## config.mk

```make
export PLATFORM = sky130hd
export DESIGN_NAME = preadder_issue_sched
export DESIGN_NICKNAME = d
export VERILOG_FILES = /design/src/rtl/preadder_issue_sched.sv
export SDC_FILE = /design/constraint.sdc
export NUM_CORES = 1
export LEC_CHECK = 0
export CORE_MARGIN = 4
export CORE_UTILIZATION = 61
export CTS_CLUSTER_DIAMETER = 200
export CTS_CLUSTER_SIZE = 16
export DETAILED_ROUTE_END_ITERATION = 8
export PLACE_DENSITY = 0.84
export SETUP_SLACK_MARGIN = 0.15
export SYNTH_ARGS = -nofsm -noshare
export SYNTH_HDL_FRONTEND = slang
export SYNTH_SLANG_ARGS = --single-unit
```

## constraint.sdc

```tcl
create_clock -name clk -period 12.3 [get_ports clk]
set_clock_uncertainty 0.05 [all_clocks]
set_input_delay 2.46 -clock clk [delete_from_list [all_inputs] [get_ports clk]]
set_output_delay 2.46 -clock clk [all_outputs]
set_load 0.01 [all_outputs]
```

## src/rtl/preadder_issue_sched.sv

```systemverilog
// Operand issue scheduler feeding the BN254 preadder.
// Four per-thread operand FIFOs; one beat issued per cycle, round-robin.
// Idle cycles keep X/Y/thread and zero the modes so the preadder rewrites
// the last thread's delay registers with identical data.
// W is the width of one redundant_poly_L3 operand field.
module preadder_issue_sched #(
  parameter int DEPTH = 4,
  parameter int W     = 32
) (
  input  logic                            clk,
  input  logic                            rstn,
  input  logic                            in_valid,
  output logic                            in_ready,
  input  logic [1:0]                      in_thread,
  input  logic [W-1:0]                    in_X,
  input  logic [W-1:0]                    in_Y,
  input  logic [1:0]                      in_mode1,
  input  logic [1:0]                      in_mode2,
  input  logic                            stall,
  output logic [W-1:0]                    X,
  output logic [W-1:0]                    Y,
  output logic [1:0]                      mode1,
  output logic [1:0]                      mode2,
  output logic [1:0]                      thread,
  output logic                            out_valid,
  output logic [4*($clog2(DEPTH)+1)-1:0]  occ
);

  localparam int AW = $clog2(DEPTH);
  localparam int CW = AW + 1;
  localparam int BW = 2*W + 4;

  logic [BW-1:0] mem_q  [4][DEPTH];
  logic [AW-1:0] wptr_q [4];
  logic [AW-1:0] rptr_q [4];
  logic [CW-1:0] occ_q  [4];
  logic [1:0]    rr_q;

  logic [W-1:0]  x_q, y_q;
  logic [1:0]    mode1_q, mode2_q, thread_q;
  logic          out_valid_q;

  logic          push, pop;
  logic [1:0]    pick;
  logic          pick_valid;
  logic [BW-1:0] head;

  // Push acceptance only looks at current occupancy; a same-cycle pop gives no credit.
  assign in_ready = (occ_q[in_thread] != CW'(DEPTH));
  assign push     = in_valid && in_ready;

  // Round-robin search starting at rr; descending loop so the nearest thread wins.
  always_comb begin
    logic [1:0] idx;
    pick       = rr_q;
    pick_valid = 1'b0;
    idx        = rr_q;
    for (int k = 3; k >= 0; k--) begin
      idx = rr_q + 2'(k);
      if (occ_q[idx] != '0) begin
        pick       = idx;
        pick_valid = 1'b1;
      end
    end
  end

  assign pop  = !stall && pick_valid;
  assign head = mem_q[pick][rptr_q[pick]];

  // Operand storage; contents need no reset because occupancy gates every read.
  always_ff @(posedge clk) begin
    if (push) mem_q[in_thread][wptr_q[in_thread]] <= {in_X, in_Y, in_mode1, in_mode2};
  end

  // Per-thread pointers and occupancy; a push and pop on one thread cancel in occ.
  always_ff @(posedge clk or negedge rstn) begin
    if (!rstn) begin
      for (int t = 0; t < 4; t++) begin
        wptr_q[t] <= '0;
        rptr_q[t] <= '0;
        occ_q[t]  <= '0;
      end
    end else begin
      for (int t = 0; t < 4; t++) begin
        logic push_t, pop_t;
        push_t = push && (in_thread == 2'(t));
        pop_t  = pop && (pick == 2'(t));
        if (push_t) wptr_q[t] <= wptr_q[t] + AW'(1);
        if (pop_t)  rptr_q[t] <= rptr_q[t] + AW'(1);
        if (push_t && !pop_t)      occ_q[t] <= occ_q[t] + CW'(1);
        else if (pop_t && !push_t) occ_q[t] <= occ_q[t] - CW'(1);
      end
    end
  end

  // Issue register: pop on a pick, bubble (modes zeroed, X/Y/thread held) when empty, freeze on stall.
  always_ff @(posedge clk or negedge rstn) begin
    if (!rstn) begin
      x_q         <= '0;
      y_q         <= '0;
      mode1_q     <= 2'b00;
      mode2_q     <= 2'b00;
      thread_q    <= 2'd0;
      out_valid_q <= 1'b0;
      rr_q        <= 2'd0;
    end else if (!stall) begin
      if (pick_valid) begin
        {x_q, y_q, mode1_q, mode2_q} <= head;
        thread_q    <= pick;
        out_valid_q <= 1'b1;
        rr_q        <= pick + 2'd1;
      end else begin
        mode1_q     <= 2'b00;
        mode2_q     <= 2'b00;
        out_valid_q <= 1'b0;
      end
    end
  end

  assign X         = x_q;
  assign Y         = y_q;
  assign mode1     = mode1_q;
  assign mode2     = mode2_q;
  assign thread    = thread_q;
  assign out_valid = out_valid_q;

  // Occupancy export, thread 0 in the LSBs.
  always_comb begin
    occ = '0;
    for (int t = 0; t < 4; t++) occ[t*CW +: CW] = occ_q[t];
  end

endmodule

```

==> flow_summary.yaml <==
run_status:
  status: "complete, no violations"
grt:
  maximum_number_of_pins_on_one_net_before_global_route_repair: 188
  grt_pass1_vias: 28800
  grt_first_pass_wirelength_um: 167000
  initial_antenna_violation_count: 6
  grt_use_total_pct: 26.7
  grt-ovfl-total: 0
cts:
  tritoncts.num_buffers: 84
  clockBufferDepth: 3
  cts_clk_pin_slew_worst_paths_ns: 0.07
  clock_sinks: 1189
  clock_latency_ns: 0.64
  cts_repair_resizes: 0
  tritoncts_clock_tree: "done"
  postCtsHoldBufs: 0
  cts-htree-levels: 3
  clock_tree.root_cell: "sky130_fd_sc_hd__clkbuf_16"
  postCtsSetupBuffers: 0
timing:
  report.final.setup_viol: 0
  finalSetupTns_ns: 0
  worst_slew_pin_tran_ns: 1.27
  hold_viol_final: 0
  rsz0062_at_grt: "false"
  slew-limit-headroom_pct: 15.6
  final_max_slew_viol_count: 0
  min_period_ns: 7.05
  timing_limited_maximum_frequency_mhz: 142
  post-route-period-util_pct: 57.3
detailed_routing:
  postRouteAntennaNets: 0
  drt_iter0_markers: 4013
  detail_route.wl_per_cell_um: 26.3
  detailedRoute.firstPassIterationCount: 6
  totalWireLength_um: 110000
  vias_per_cell: 6.70
  detailroute.via_count: 28000
  detail_route.drc_violations: 0
pwr:
  vdd.ir_drop.worst_mv: 0.460
  pwr-share-clk_pct: 17.8
  power-per-cell-area_nw_per_um2: 289
  power_report.internal_total_mw: 8.46
  p_comb_share_pct: 48.4
  switchingPower_mw: 6.30
  seq_power_share_pct: 33.9
  leakage_nw: 16.9
  design_power_mw: 14.8
  swShare_pct: 42.7
yosys:
  synth.cell_area_um2: 46200
  netlist_instances: 3066
  synth-async-reset-ratio_pct: 8.49
  ys_seq_area_share_pct: 76.3
  post_synth.cell_area_avg_um2: 15.1
  synth_area_leader_cell: "sky130_fd_sc_hd__edfxtp_1"
  synth_flop_cell: "sky130_fd_sc_hd__edfxtp_1"
  synth_top_cells_by_area: "sky130_fd_sc_hd__edfxtp_1 (71%), sky130_fd_sc_hd__dfrtp_1 (5.5%), sky130_fd_sc_hd__a21oi_1 (4.4%), sky130_fd_sc_hd__nand2_1 (4.2%), sky130_fd_sc_hd__a221oi_1 (4.0%)"
  post_synth_num_cell_types: 47
  synthDominantCellAreaShare_pct: 70.8
  postSynthNetCount: 3148
  synth-warning-count: 0
  synth_enable_flop_cells: 1088
  ys_ff_latch: 1189
floorplanning:
  core_footprint_um2: 74700
  start_util_pct: 61.8
  row_count: 100
  design.die.area_um2: 80100
  fp.dieW_um: 283
  die_height_um: 283
  total_i_o_pin_count: 158
critical_path:
  cp_slowest_stage_delay_ns: 0.71
  cp-start-kind: "primary input"
  cp.required_ns: 9.79
  criticalPathCategory: "in -> out"
  worstSetupEndpointType: "output port"
  critPathSlowestCell: "sky130_fd_sc_hd__clkdlybuf4s50_1"
  timing.critical_path.arrival_ns: 4.54
  worstPathMaxFanout: 13
  crit_top_cell: "sky130_fd_sc_hd__clkdlybuf4s50_1"
  worstPathCellList: "clkdlybuf4s50_1, nand2_1, nor3_1, o31ai_1, clkdlybuf4s50_1"
job:
  cap_violations: 0
finish:
  area.growth.synth_to_final_pct: 10.6
  filler_cell_count: 4584
  layout.cells.most_common: "sky130_fd_sc_hd__edfxtp_1"
  layout.cells.most_common_list: "sky130_fd_sc_hd__edfxtp_1 (1088), sky130_fd_sc_hd__nand2_1 (514), sky130_fd_sc_hd__a21oi_1 (402)"
  layout-drive-gt1-share_pct: 7.11
  finalNetCount: 3218
hold_path:
  hold_path.class: "reg -> reg"
placed_design:
  port_buffers: 157
  hpwl_um: 57300
  gpl.final_weighted_congestion: 0.815
## through the flow
| step | hold slack [ns] | setup WS (ns) | area [µm²] | std cells | utilization (%) |
|---|---|---|---|---|---|
| CTS | 0.444 | 5.23 | 51000 | 4176 | 68.3 |
| floorplan | 0.395 | 1.05 | 46200 | 3066 | - |
| detailed placement | 0.416 | 5.24 | 48500 | 4019 | 65.0 |
| global placement | 0.415 | 5.15 | 48500 | 4019 | 65.0 |
| finish | 0.438 | 5.25 | 51000 | 4183 | 68.3 |
| global route | 0.450 | 5.12 | 51000 | 4179 | 68.3 |
## cells in the mapped netlist (3+ instances only)
cell,n
sky130_fd_sc_hd__a221oi_1,212
sky130_fd_sc_hd__o21ai_0,65
sky130_fd_sc_hd__mux2i_1,132
sky130_fd_sc_hd__inv_1,5
sky130_fd_sc_hd__nand3_1,77
sky130_fd_sc_hd__ha_1,4
sky130_fd_sc_hd__mux2_2,5
sky130_fd_sc_hd__xor2_1,12
sky130_fd_sc_hd__o31ai_1,3
sky130_fd_sc_hd__buf_1,9
sky130_fd_sc_hd__nor4b_1,3
sky130_fd_sc_hd__clkbuf_1,159
sky130_fd_sc_hd__buf_6,11
sky130_fd_sc_hd__edfxtp_1,1088
sky130_fd_sc_hd__nor2_1,28
sky130_fd_sc_hd__a311oi_1,5
sky130_fd_sc_hd__o21ai_1,70
sky130_fd_sc_hd__nor4_1,3
sky130_fd_sc_hd__xnor2_1,16
sky130_fd_sc_hd__fa_1,4
sky130_fd_sc_hd__a21oi_1,402
sky130_fd_sc_hd__o211ai_1,4
sky130_fd_sc_hd__buf_2,40
sky130_fd_sc_hd__nand2b_1,5
sky130_fd_sc_hd__dfrtp_1,101
sky130_fd_sc_hd__nor3_1,6
sky130_fd_sc_hd__a221oi_2,52
sky130_fd_sc_hd__nand2_1,514
sky130_fd_sc_hd__a31oi_1,6
sky130_fd_sc_hd__and3_1,4
## kinds of logic after synthesis
logic type | Yosys count | synth area share [%]
AO/OA/AOI/OAI | 829 | 12.0
XOR/XNOR | 28 | 0.531
adder cells (fa/ha/maj) | 8 | 0.282
buffers and inverters | 226 | 2.14
flip-flops | 1189 | 76.3
multiplexers | 139 | 3.08
AND/OR/NAND/NOR | 647 | 5.66
## sequential cells by signal (all words and copies together) (netlist names)
register and cells:
rptr_q 8, mem_q 1088, out_valid 1, rr_q 2, occ 12, thread 2, Y 32, wptr_q 8
mode1 2, mode2 2, X 32
## worst paths after layout
kind / start / end / slack (ns) / cells past startpoint
setup / recovery: in_thread[1] / in_ready / 5.25 / 5
hold / removal: X[29] / X[29] / 0.44 / 2
setup reg to reg: occ[0] / X[7] / 6.25 / 11
hold reg to reg: X[29] / X[29] / 0.44 / 2
max in group asynchronous: rstn / Y[18] / 8.75 / 3
min in group asynchronous: rstn / occ[4] / 1.71 / 1
## power by group through the flow
stage | sequential (mW) | combinational [mW] | clock [mW]
2_1_floorplan | 5.07 | 5.00 | 0
3_3_place_gp | 5.07 | 6.60 | 0
3_5_place_dp | 5.08 | 6.95 | 0
4_1_cts | 5.00 | 7.03 | 2.65
5_1_grt | 5.02 | 7.68 | 2.81
6_report | 5.00 | 7.14 | 2.63
## cell type report
| type | count | area [µm²] | share of cell area, % |
|---|---|---|---|
| sequential | 1189 | 35200 | 69.0 |
| timing repair buffer | 205 | 1950 | 3.83 |
| clock inverter | 5 | 66.3 | 0.130 |
| inverter | 5 | 18.8 | 0.0368 |
| antenna | 7 | 17.5 | 0.0343 |
| tap | 969 | 1210 | 2.38 |
| clock buffer | 152 | 2420 | 4.75 |
| multi-input combinational | 1651 | 10100 | 19.9 |
## critical path, delay by kind of cell
kind                   cells  cell delay (ns)
AOI/OAI and AO/OA          1             0.47
buffers and inverters      2             1.35
and+or+nand+nor            2             0.25
## per-layer routing
layer	share of wire, %	global-route usage (%)	up-vias
met5	0.031	0	-
met3	9.4	4.44	270
met1	37	35.7	14100
li1	-	-	12000
met4	3.4	11.2	4
met2	50	44.4	1706
No activity file was read; power rests on OpenSTA's default activity.
